==> src/rtl/rf_wport_arbiter_pkg.sv <==
// Shared definitions for the register-file write-port arbiter: enable levels,
// bus widths, arbiter state encoding and the wait-counter helper.
package rf_wport_arbiter_pkg;

  localparam logic WRITE_ENABLE  = 1'b1;
  localparam logic WRITE_DISABLE = 1'b0;
  localparam logic RST_ENABLE    = 1'b1;

  localparam int REG_ADDR_W = 5;
  localparam int REG_W      = 32;

  // Wide enough for the largest legal MAX_WAIT (15).
  localparam int WAIT_CNT_W = 4;

  typedef enum logic [1:0] {
    RFA_IDLE  = 2'd0,
    RFA_WAIT  = 2'd1,
    RFA_FORCE = 2'd2
  } rfa_state_t;

  // Saturating increment: the blocked-cycle count must never wrap back to 0.
  function automatic logic [WAIT_CNT_W-1:0] wait_cnt_inc(input logic [WAIT_CNT_W-1:0] v);
    return (v == {WAIT_CNT_W{1'b1}}) ? v : v + 1'b1;
  endfunction

endpackage

==> src/rtl/rf_wport_arbiter_if.sv <==
// Signal bundle between MEM/WB, the multi-cycle unit, the ID hazard logic and
// the register-file write port. The arbiter uses the slave side; whatever
// drives the sources and consumes the write port uses the master side.
interface rf_wport_arbiter_if
  import rf_wport_arbiter_pkg::*;
#(
  parameter int DATA_W = REG_W,
  parameter int ADDR_W = REG_ADDR_W
);

  // pipeline writeback source (no backpressure)
  logic              pipe_we;
  logic [ADDR_W-1:0] pipe_addr;
  logic [DATA_W-1:0] pipe_data;
  logic              pipe_stall;

  // multi-cycle unit source (valid/ready)
  logic              mc_valid;
  logic              mc_ready;
  logic [ADDR_W-1:0] mc_addr;
  logic [DATA_W-1:0] mc_data;

  // pending-write visibility for ID hazard detection
  logic              busy_valid;
  logic [ADDR_W-1:0] busy_addr;

  // register-file write port
  logic              rf_we;
  logic [ADDR_W-1:0] rf_addr;
  logic [DATA_W-1:0] rf_data;

  modport slave (
    input  pipe_we, pipe_addr, pipe_data,
    input  mc_valid, mc_addr, mc_data,
    output mc_ready, pipe_stall,
    output busy_valid, busy_addr,
    output rf_we, rf_addr, rf_data
  );

  modport master (
    output pipe_we, pipe_addr, pipe_data,
    output mc_valid, mc_addr, mc_data,
    input  mc_ready, pipe_stall,
    input  busy_valid, busy_addr,
    input  rf_we, rf_addr, rf_data
  );

endinterface

==> src/rtl/rf_wport_arbiter.sv <==
// Register-file write-port arbiter. The pipeline normally owns the port; a
// multi-cycle result waits in a one-entry buffer for a free cycle, and after
// MAX_WAIT consecutive blocked cycles the pipeline is frozen for one cycle so
// the buffered result can be written.
//
// state     | meaning
// ----------+------------------------------------------------------------
// RFA_IDLE  | buffer empty, mc_ready=1, pipeline owns the write port
// RFA_WAIT  | buffer full, written on the first cycle with pipe_we=0
// RFA_FORCE | pipe_stall=1 for one cycle, buffer written unconditionally
module rf_wport_arbiter
  import rf_wport_arbiter_pkg::*;
#(
  parameter int DATA_W   = REG_W,
  parameter int ADDR_W   = REG_ADDR_W,
  parameter int MAX_WAIT = 4
) (
  input logic               clk,
  input logic               rst,
  rf_wport_arbiter_if.slave bus
);

  // Count value on which one more blocked cycle triggers the forced grant.
  localparam logic [WAIT_CNT_W-1:0] WAIT_LAST = WAIT_CNT_W'(MAX_WAIT - 1);

  rfa_state_t              state_q, state_d;
  logic [WAIT_CNT_W-1:0]   wait_cnt_q, wait_cnt_d;
  logic                    stall_q, stall_d;

  logic                    buf_valid_q;
  logic [ADDR_W-1:0]       buf_addr_q;
  logic [DATA_W-1:0]       buf_data_q;
  logic                    buf_load;
  logic                    buf_clear;

  logic                    rf_we_c;
  logic [ADDR_W-1:0]       rf_addr_c;
  logic [DATA_W-1:0]       rf_data_c;

  // State, wait counter and the registered stall flag.
  always_ff @(posedge clk) begin
    if (rst == RST_ENABLE) begin
      state_q    <= RFA_IDLE;
      wait_cnt_q <= '0;
      stall_q    <= 1'b0;
    end else begin
      state_q    <= state_d;
      wait_cnt_q <= wait_cnt_d;
      stall_q    <= stall_d;
    end
  end

  // One-entry result buffer; addr/data are zeroed when released so busy_addr
  // reads 0 whenever nothing is pending.
  always_ff @(posedge clk) begin
    if (rst == RST_ENABLE) begin
      buf_valid_q <= 1'b0;
      buf_addr_q  <= '0;
      buf_data_q  <= '0;
    end else if (buf_load) begin
      buf_valid_q <= 1'b1;
      buf_addr_q  <= bus.mc_addr;
      buf_data_q  <= bus.mc_data;
    end else if (buf_clear) begin
      buf_valid_q <= 1'b0;
      buf_addr_q  <= '0;
      buf_data_q  <= '0;
    end
  end

  // Next-state, buffer control and write-port mux.
  always_comb begin
    state_d    = state_q;
    wait_cnt_d = wait_cnt_q;
    stall_d    = 1'b0;
    buf_load   = 1'b0;
    buf_clear  = 1'b0;
    rf_we_c    = WRITE_DISABLE;
    rf_addr_c  = '0;
    rf_data_c  = '0;

    case (state_q)
      RFA_IDLE: begin
        wait_cnt_d = '0;
        if (bus.pipe_we == WRITE_ENABLE) begin
          rf_we_c   = WRITE_ENABLE;
          rf_addr_c = bus.pipe_addr;
          rf_data_c = bus.pipe_data;
        end
        // A result for r0 would be ignored by the register file anyway, so it
        // is accepted and dropped rather than occupying the buffer.
        if (bus.mc_valid && (bus.mc_addr != '0)) begin
          buf_load = 1'b1;
          state_d  = RFA_WAIT;
        end
      end

      RFA_WAIT: begin
        if (bus.pipe_we == WRITE_ENABLE) begin
          rf_we_c    = WRITE_ENABLE;
          rf_addr_c  = bus.pipe_addr;
          rf_data_c  = bus.pipe_data;
          wait_cnt_d = wait_cnt_inc(wait_cnt_q);
          if (wait_cnt_q == WAIT_LAST) begin
            state_d = RFA_FORCE;
            stall_d = 1'b1;
          end
        end else begin
          rf_we_c    = WRITE_ENABLE;
          rf_addr_c  = buf_addr_q;
          rf_data_c  = buf_data_q;
          buf_clear  = 1'b1;
          wait_cnt_d = '0;
          state_d    = RFA_IDLE;
        end
      end

      RFA_FORCE: begin
        // Pipeline is frozen and re-presents its write next cycle, so its
        // current pipe_we is deliberately not looked at.
        rf_we_c    = WRITE_ENABLE;
        rf_addr_c  = buf_addr_q;
        rf_data_c  = buf_data_q;
        buf_clear  = 1'b1;
        wait_cnt_d = '0;
        state_d    = RFA_IDLE;
      end

      default: begin
        buf_clear  = 1'b1;
        wait_cnt_d = '0;
        state_d    = RFA_IDLE;
      end
    endcase
  end

  assign bus.mc_ready   = (state_q == RFA_IDLE);
  assign bus.pipe_stall = stall_q;
  assign bus.busy_valid = buf_valid_q;
  assign bus.busy_addr  = buf_valid_q ? buf_addr_q : '0;
  assign bus.rf_we      = rf_we_c;
  assign bus.rf_addr    = rf_addr_c;
  assign bus.rf_data    = rf_data_c;

endmodule

==> src/flat_wrapper.sv <==
// flat-port wrapper written by rule: the top's interface ports become plain ports
module rf_wport_arbiter_flat import rf_wport_arbiter_pkg::*;
#(
  parameter int DATA_W   = REG_W,
  parameter int ADDR_W   = REG_ADDR_W,
  parameter int MAX_WAIT = 4
)
  (clk, rst, bus_pipe_we, bus_pipe_addr, bus_pipe_data, bus_mc_valid, bus_mc_addr, bus_mc_data, bus_mc_ready, bus_pipe_stall, bus_busy_valid, bus_busy_addr, bus_rf_we, bus_rf_addr, bus_rf_data);
  rf_wport_arbiter_if #(.DATA_W(DATA_W), .ADDR_W(ADDR_W)) bus_i ();
  input logic clk;
  input logic rst;
  input wire logic [$bits(bus_i.pipe_we)-1:0] bus_pipe_we;
  input wire logic [$bits(bus_i.pipe_addr)-1:0] bus_pipe_addr;
  input wire logic [$bits(bus_i.pipe_data)-1:0] bus_pipe_data;
  input wire logic [$bits(bus_i.mc_valid)-1:0] bus_mc_valid;
  input wire logic [$bits(bus_i.mc_addr)-1:0] bus_mc_addr;
  input wire logic [$bits(bus_i.mc_data)-1:0] bus_mc_data;
  output wire logic [$bits(bus_i.mc_ready)-1:0] bus_mc_ready;
  output wire logic [$bits(bus_i.pipe_stall)-1:0] bus_pipe_stall;
  output wire logic [$bits(bus_i.busy_valid)-1:0] bus_busy_valid;
  output wire logic [$bits(bus_i.busy_addr)-1:0] bus_busy_addr;
  output wire logic [$bits(bus_i.rf_we)-1:0] bus_rf_we;
  output wire logic [$bits(bus_i.rf_addr)-1:0] bus_rf_addr;
  output wire logic [$bits(bus_i.rf_data)-1:0] bus_rf_data;
  assign bus_i.pipe_we = bus_pipe_we;
  assign bus_i.pipe_addr = bus_pipe_addr;
  assign bus_i.pipe_data = bus_pipe_data;
  assign bus_i.mc_valid = bus_mc_valid;
  assign bus_i.mc_addr = bus_mc_addr;
  assign bus_i.mc_data = bus_mc_data;
  assign bus_mc_ready = bus_i.mc_ready;
  assign bus_pipe_stall = bus_i.pipe_stall;
  assign bus_busy_valid = bus_i.busy_valid;
  assign bus_busy_addr = bus_i.busy_addr;
  assign bus_rf_we = bus_i.rf_we;
  assign bus_rf_addr = bus_i.rf_addr;
  assign bus_rf_data = bus_i.rf_data;
  rf_wport_arbiter #(.DATA_W(DATA_W), .ADDR_W(ADDR_W), .MAX_WAIT(MAX_WAIT)) u_core (.clk(clk), .rst(rst), .bus(bus_i));
endmodule
==> config.mk <==
export PLATFORM = sky130hd
export DESIGN_NAME = rf_wport_arbiter_flat
export DESIGN_NICKNAME = d
export VERILOG_FILES = /design/src/rtl/rf_wport_arbiter_pkg.sv /design/src/rtl/rf_wport_arbiter_if.sv /design/src/rtl/rf_wport_arbiter.sv /design/src/flat_wrapper.sv
export SDC_FILE = /design/constraint.sdc
export NUM_CORES = 1
export LEC_CHECK = 0
export ABC_AREA = 1
export BUFFER_PORTS_ARGS = -buffer_cell sky130_fd_sc_hd__buf_2
export CAP_MARGIN = 20
export CORE_ASPECT_RATIO = 1.2
export CORE_MARGIN = 3
export CORE_UTILIZATION = 45
export DETAILED_ROUTE_END_ITERATION = 10
export GPL_ROUTABILITY_DRIVEN = 1
export PLACE_DENSITY = 0.78
export RECOVER_POWER = 25
export SYNTH_ARGS = -nofsm -noshare
export SYNTH_HDL_FRONTEND = slang
export SYNTH_SLANG_ARGS = --single-unit
==> constraint.sdc <==
create_clock -name clk -period 1.9 [get_ports clk]
set_input_delay 0.19 -clock clk [delete_from_list [all_inputs] [get_ports clk]]
set_output_delay 0.19 -clock clk [all_outputs]
set_load 0.005 [all_outputs]
Word-level counts from Yosys, hierarchy flattened
Index checks and enable logic that the tools add are counted.
{"block": "word_totals", "regBits": 45, "input_bits": 78, "out_inout_bits": 46, "wordCells": 46}
{"block": "op_classes", "add_sub_neg": 1, "n_eq_ne": 6, "n_mux": 24, "bitwise_logic": 2, "n_reduce_logical": 7}
{"cell": "$mux 32", "n": 4}
{"cell": "$pmux 32 s3", "n": 1}
{"cell": "$mux 5", "n": 5}
{"cell": "$pmux 5 s3", "n": 1}
{"cell": "$mux 1", "n": 7}
{"cell": "$mux 2", "n": 3}
{"cell": "$reduce_bool 5->1", "n": 1}
{"cell": "$add 4x1->4 const B", "n": 1}
{"cell": "$eq 4x2->1 const B", "n": 1}
{"cell": "$eq 4x4->1 const B", "n": 1}
{"cell": "$pmux 1 s2", "n": 2}
{"cell": "$pmux 2 s2", "n": 1}
{"cell": "$ne 3x2->1 const B", "n": 1}
{"cell": "$reduce_or 3->1", "n": 1}
{"cell": "$eq 2x1->1 const B", "n": 1}
{"cell": "$eq 2x2->1 const B", "n": 1}
{"cell": "$logic_not 2->1", "n": 1}
{"cell": "$ne 2x1->1 const B", "n": 1}
{"cell": "$not 1->1", "n": 2}
{"cell": "$reduce_and 2->1", "n": 1}
{"cell": "$reduce_bool 2->1", "n": 1}
{"cell": "$reduce_or 2->1", "n": 1}
{"cell": "$logic_and 1x1->1", "n": 1}

Longest topological paths before layout
{"block": "depth", "word_depth": 5, "mapped_depth": 9, "ltp_nobuf": 8}

Worst setup path before layout
No wires, ideal clock.
{"block": "synth_path", "path_kind": "flip-flop to output port", "start": "register u_core.state_q[0]", "end": "output port bus_rf_addr[0]", "t_arrival_ns": 1.232, "t_required_ns": 1.710, "path_slack_ns": 0.478, "path_stages_with_launch": 8, "n_path_buf": 1, "cell_sequence": "dfxtp_1 > inv_1 > ha_1 > nand2_1 > nand2_2 > buf_6 > nand2_1 > a21oi_1"}
{"block": "synth_between", "elab_chain_cells": 2, "elab_cells_between_ends": 4, "classes_between": "2 x eq/ne; 1 x mux; 1 x reduce/logical"}
{"item": "start: declaration", "line_no": "rf_wport_arbiter.sv:26", "source": "rfa_state_t state_q, state_d;"}
{"item": "start signal: assignment", "line_no": "rf_wport_arbiter.sv:47", "source": "state_q <= state_d;"}
{"item": "$logic_not 2->1"}
{"item": "via bus_mc_ready", "line_no": "flat_wrapper.sv:18", "source": "output wire logic [$bits(bus_i.mc_ready)-1:0] bus_mc_ready;"}
{"item": "$pmux 5 s3", "line_no": "rf_wport_arbiter.sv:82", "source": "case (state_q)"}
{"item": "end: declaration", "line_no": "flat_wrapper.sv:23", "source": "output wire logic [$bits(bus_i.rf_addr)-1:0] bus_rf_addr;"}
The timed path passes the listed nets, and every way through them passes these cells.

Worst setup path after layout
{"block": "layout_path", "start": "register u_core.state_q[1]", "end": "output port bus_rf_data[14]"}
{"block": "layout_between", "elab_chain_cells": 2, "elab_cells_between_ends": 4, "classes_between": "2 x eq/ne; 1 x mux; 1 x reduce/logical"}
{"item": "$eq 2x2->1 (tied with other cells)", "line_no": "rf_wport_arbiter.sv:82"}
{"item": "$pmux 32 s3 (*)", "line_no": "rf_wport_arbiter.sv:82"}
{"item": "end: declaration", "line_no": "flat_wrapper.sv:24", "source": "output wire logic [$bits(bus_i.rf_data)-1:0] bus_rf_data;"}
Mark *: on every way between the ends. The rest lies on a longest branch, timed or not.

==> impl_metrics.csv <==
group,metric,value,unit
worst_setup_path,cpPeakStageDelay,0.34,ns
placement,dp_hpwl,5065,um
placement,port_buffers,123,
grt,gr-total-overflow,0,
pwr,switching_share,30.90,%
logic_synthesis,synth_top_family_by_area,"simple AND/OR/NAND/NOR gates",
logic_synthesis,synth_fa_ha_area_share,2.593,%
worst_setup_path,cp_slowest_cell,"dfxtp_2",
worst_setup_path,critPathBufInv,5,
finish,drive_gt1_share,41.08,%
timing,period_share,98.15,%
routing,viasPerCell,5.168,
finish,layout.cells.most_common_list,"buf_2, nand2_1, a21oi_1",
timing,slew_headroom,69.82,%
floorplanning,rows,28,
pwr,pwr-share-clk,23.4,%
finish,n_antenna_cell,0,
worst_setup_path,critPathKind,"reg2out",
clock_network,cts_tree,"done",
pwr,power_switching,705.6,uW
timing,setup_tns,0,ns
logic_synthesis,syn_inst,359,
logic_synthesis,syn_area_per_cell,6.720,um^2
pwr,seq_power_share,45.8,%
pwr,power_density,671.1,mW/mm^2
finish,final_util,67.44,%
grt,antenna_found_initial,0,
status,status,"completed",
clock_network,htree_num_levels,2,
floorplanning,start_util,47.82,%
floorplanning,die_height,86.21,um
timing,slew_viol_final,0,
timing,post-route-min-period,1.865,ns
worst_setup_path,critPathTopFamily,"buffers and inverters",
timing,fmax,536.2,MHz
floorplanning,die_w,72.84,um
worst_setup_path,worstSetupStartpointType,"flip-flop",
finish,layout.nets,566,
clock_network,clkLatencyLatePin,0.29,ns
worst_setup_path,crit_path_max_fanout,6,
logic_synthesis,yosysUniqueCellTypes,19,
logic_synthesis,yosys.area_share.simple,30.91,%
timing,finalSetupViolations,0,
worst_setup_path,critPathCaptureType,"output pin",
clock_network,cts_hold_buffers,0,
routing,final_antenna_net_count,0,
clock_network,cts_buffer_depth,2,
clock_network,clk_pin_slew,0.08,ns
floorplanning,die-area,0.006279,mm^2
timing,tightest_slew,0.4527,ns
logic_synthesis,synthXorXnorAreaFrac,0.3631,%
routing,drc,0,
floorplanning,pin_count,124,
logic_synthesis,synthMuxAreaShare,0,%
finish,final_common_cell,"buf_2",
logic_synthesis,synth_compound_area_share,18.21,%
timing,grt_setup_unrepaired,"true",
worst_setup_path,crit_chain,"inv_4, ha_4, inv_4, o21bai_4, buf_12, clkbuf_16, nand2_1, a21oi_1, buf_2",
clock_network,cts_root_buffer,"clkbuf_8",
worst_setup_path,crit_required,1.71,ns
logic_synthesis,synth_warnings,0,
grt,grt_pass1_vias,2509,
timing,fin_skew,0.003008,ns
placement,dp.cells,527,
timing,final_hold_viol_count,0,
pwr,pwr-share-comb,30.8,%
routing,drtIter0Drc,118,
clock_network,numCtsBuffers,5,
job,drv_cap,0,
worst_setup_path,cpMostUsedCell,"inv_4",
logic_synthesis,ys_ff_latch,45,
placement,gp_congestion,0.8272,
routing,wirelength,7222,um
logic_synthesis,netlist_area,0.002412,mm^2
pwr,p_leak,1.627,nW
logic_synthesis,seq_area_frac_synth,37.34,%
logic_synthesis,synthesis.nets,442,
grt,grt_usage,21.70,%
finish,layout.cells.non_filler,542,
routing,wl_per_cell,13.32,um
routing,drt_first_pass_iters,4,
routing,via_count,2801,
pwr,internal-power,1.578,mW
floorplanning,coreArea,0.005045,mm^2
finish,syn_to_final_growth,41.03,%
clock_network,clock-sinks,45,
grt,grt_max_degree,27,
worst_setup_path,worstPathArrival,1.67,ns
hold_path,min_path_type,"in2reg",
grt,grt_first_pass_wirelength,10960,um
pwr,vdd_drop_max,0.4652,mV
pwr,total_power,2.283,mW
==> kinds of logic (layout without fill, tap and decap cells) <==
family | Yosys count | in the layout
buffers and inverters | 44 | 167
and+or+nand+nor | 179 | 179
DFF | 45 | 45
xor gates and xnor gates | 1 | 1
AOI/OAI and AO/OA | 85 | 85
adders and majority gates | 5 | 5
==> final timing paths <==
path / from / to / slack, ns / cells past startpoint
worst max-delay path: u_core.state_q[1] / bus_rf_data[14] / 0.04 / 9
worst min-delay path: bus_mc_data[20] / u_core.buf_data_q[20] / 0.14 / 3
worst max register to register: u_core.state_q[0] / u_core.buf_data_q[30] / 0.41 / 7
worst min register to register: u_core.buf_data_q[23] / u_core.buf_data_q[23] / 0.48 / 2
==> power by group through the flow <==
stage	Clock (mW)	Combinational, mW	Sequential (mW)
floorplan	0	0.382	1.05
global placement	0	0.578	1.06
detailed placement	0	0.588	1.06
finish	0.535	0.703	1.05
global route	0.587	0.777	1.05
CTS	0.548	0.637	1.04
==> sequential cells by signal, summed over array words and instances (netlist names) <==
register	flops
u_core.buf_addr_q	5
u_core.buf_data_q	32
u_core.bus.busy_valid	1
u_core.bus.pipe_stall	1
u_core.state_q	2
u_core.wait_cnt_q	4
==> final cells by class <==
type	count	area, um^2
well taps	60	75.07
repair buffers	144	885.9
multi-input cells	270	1393
clock inverters	1	5.005
flip-flops and latches	45	905.9
inverters	17	68.82
fillers	458	1643
clock buffers	5	68.82
==> cells in the mapped netlist <==
library cell | count | share of area (%)
xnor2_1 | 1 | 0.36
clkbuf_1 | 9 | 1.4
nand2_2 | 3 | 0.78
nand2_1 | 129 | 20
nand3_1 | 40 | 8.3
dfxtp_1 | 45 | 37
buf_6 | 10 | 4.7
o21bai_4 | 1 | 0.78
o21ai_0 | 3 | 0.62
a21oi_1 | 81 | 17
buf_2 | 6 | 1.2
ha_1 | 5 | 2.6
buf_4 | 2 | 0.62
nor2_1 | 3 | 0.47
or2_2 | 1 | 0.26
inv_1 | 16 | 2.5
nor3_1 | 1 | 0.21
nand3_2 | 2 | 0.83
inv_2 | 1 | 0.16
==> routing by layer <==
| layer | vias up | track usage [%] | part of all wire [%] |
|---|---|---|---|
| met2 | 96 | 38.67 | 53 |
| met5 | - | 0 | 0 |
| met4 | 0 | 7.718 | 1.7 |
| met3 | 10 | 4.872 | 7.2 |
| li1 | 1419 | - | - |
| met1 | 1276 | 25.09 | 38 |
==> worst register-to-register path: stages, from the launching register on <==
cell	delay, ns
dfxtp_4	0.37
inv_2	0.09
ha_4	0.18
nand3_2	0.11
inv_2	0.23
buf_12	0.21
nand2_1	0.09
a21oi_1	0.14
==> timing repair <==
action / CTS / global route
gates cloned: 1 / 2
pin swaps: 1 / 4
buffers inserted: 6 / 1
setup endpoints to repair: 37 / 37
resized for setup: 8 / 48
==> metrics by stage <==
| step | cell area [um^2] | hold WS, ns | setup slack (ns) |
|---|---|---|---|
| after global routing | 3402 | 0.1347 | -0.03745 |
| after CTS | 3213 | 0.1343 | 0.003393 |
| after floorplan | 2412 | 0.3372 | 0.4778 |
| after detailed placement | 3027 | 0.4458 | 0.2338 |
| after global placement | 3027 | 0.4438 | 0.2869 |
| final | 3402 | 0.1402 | 0.03514 |
(Power assumes the default switching activity.)
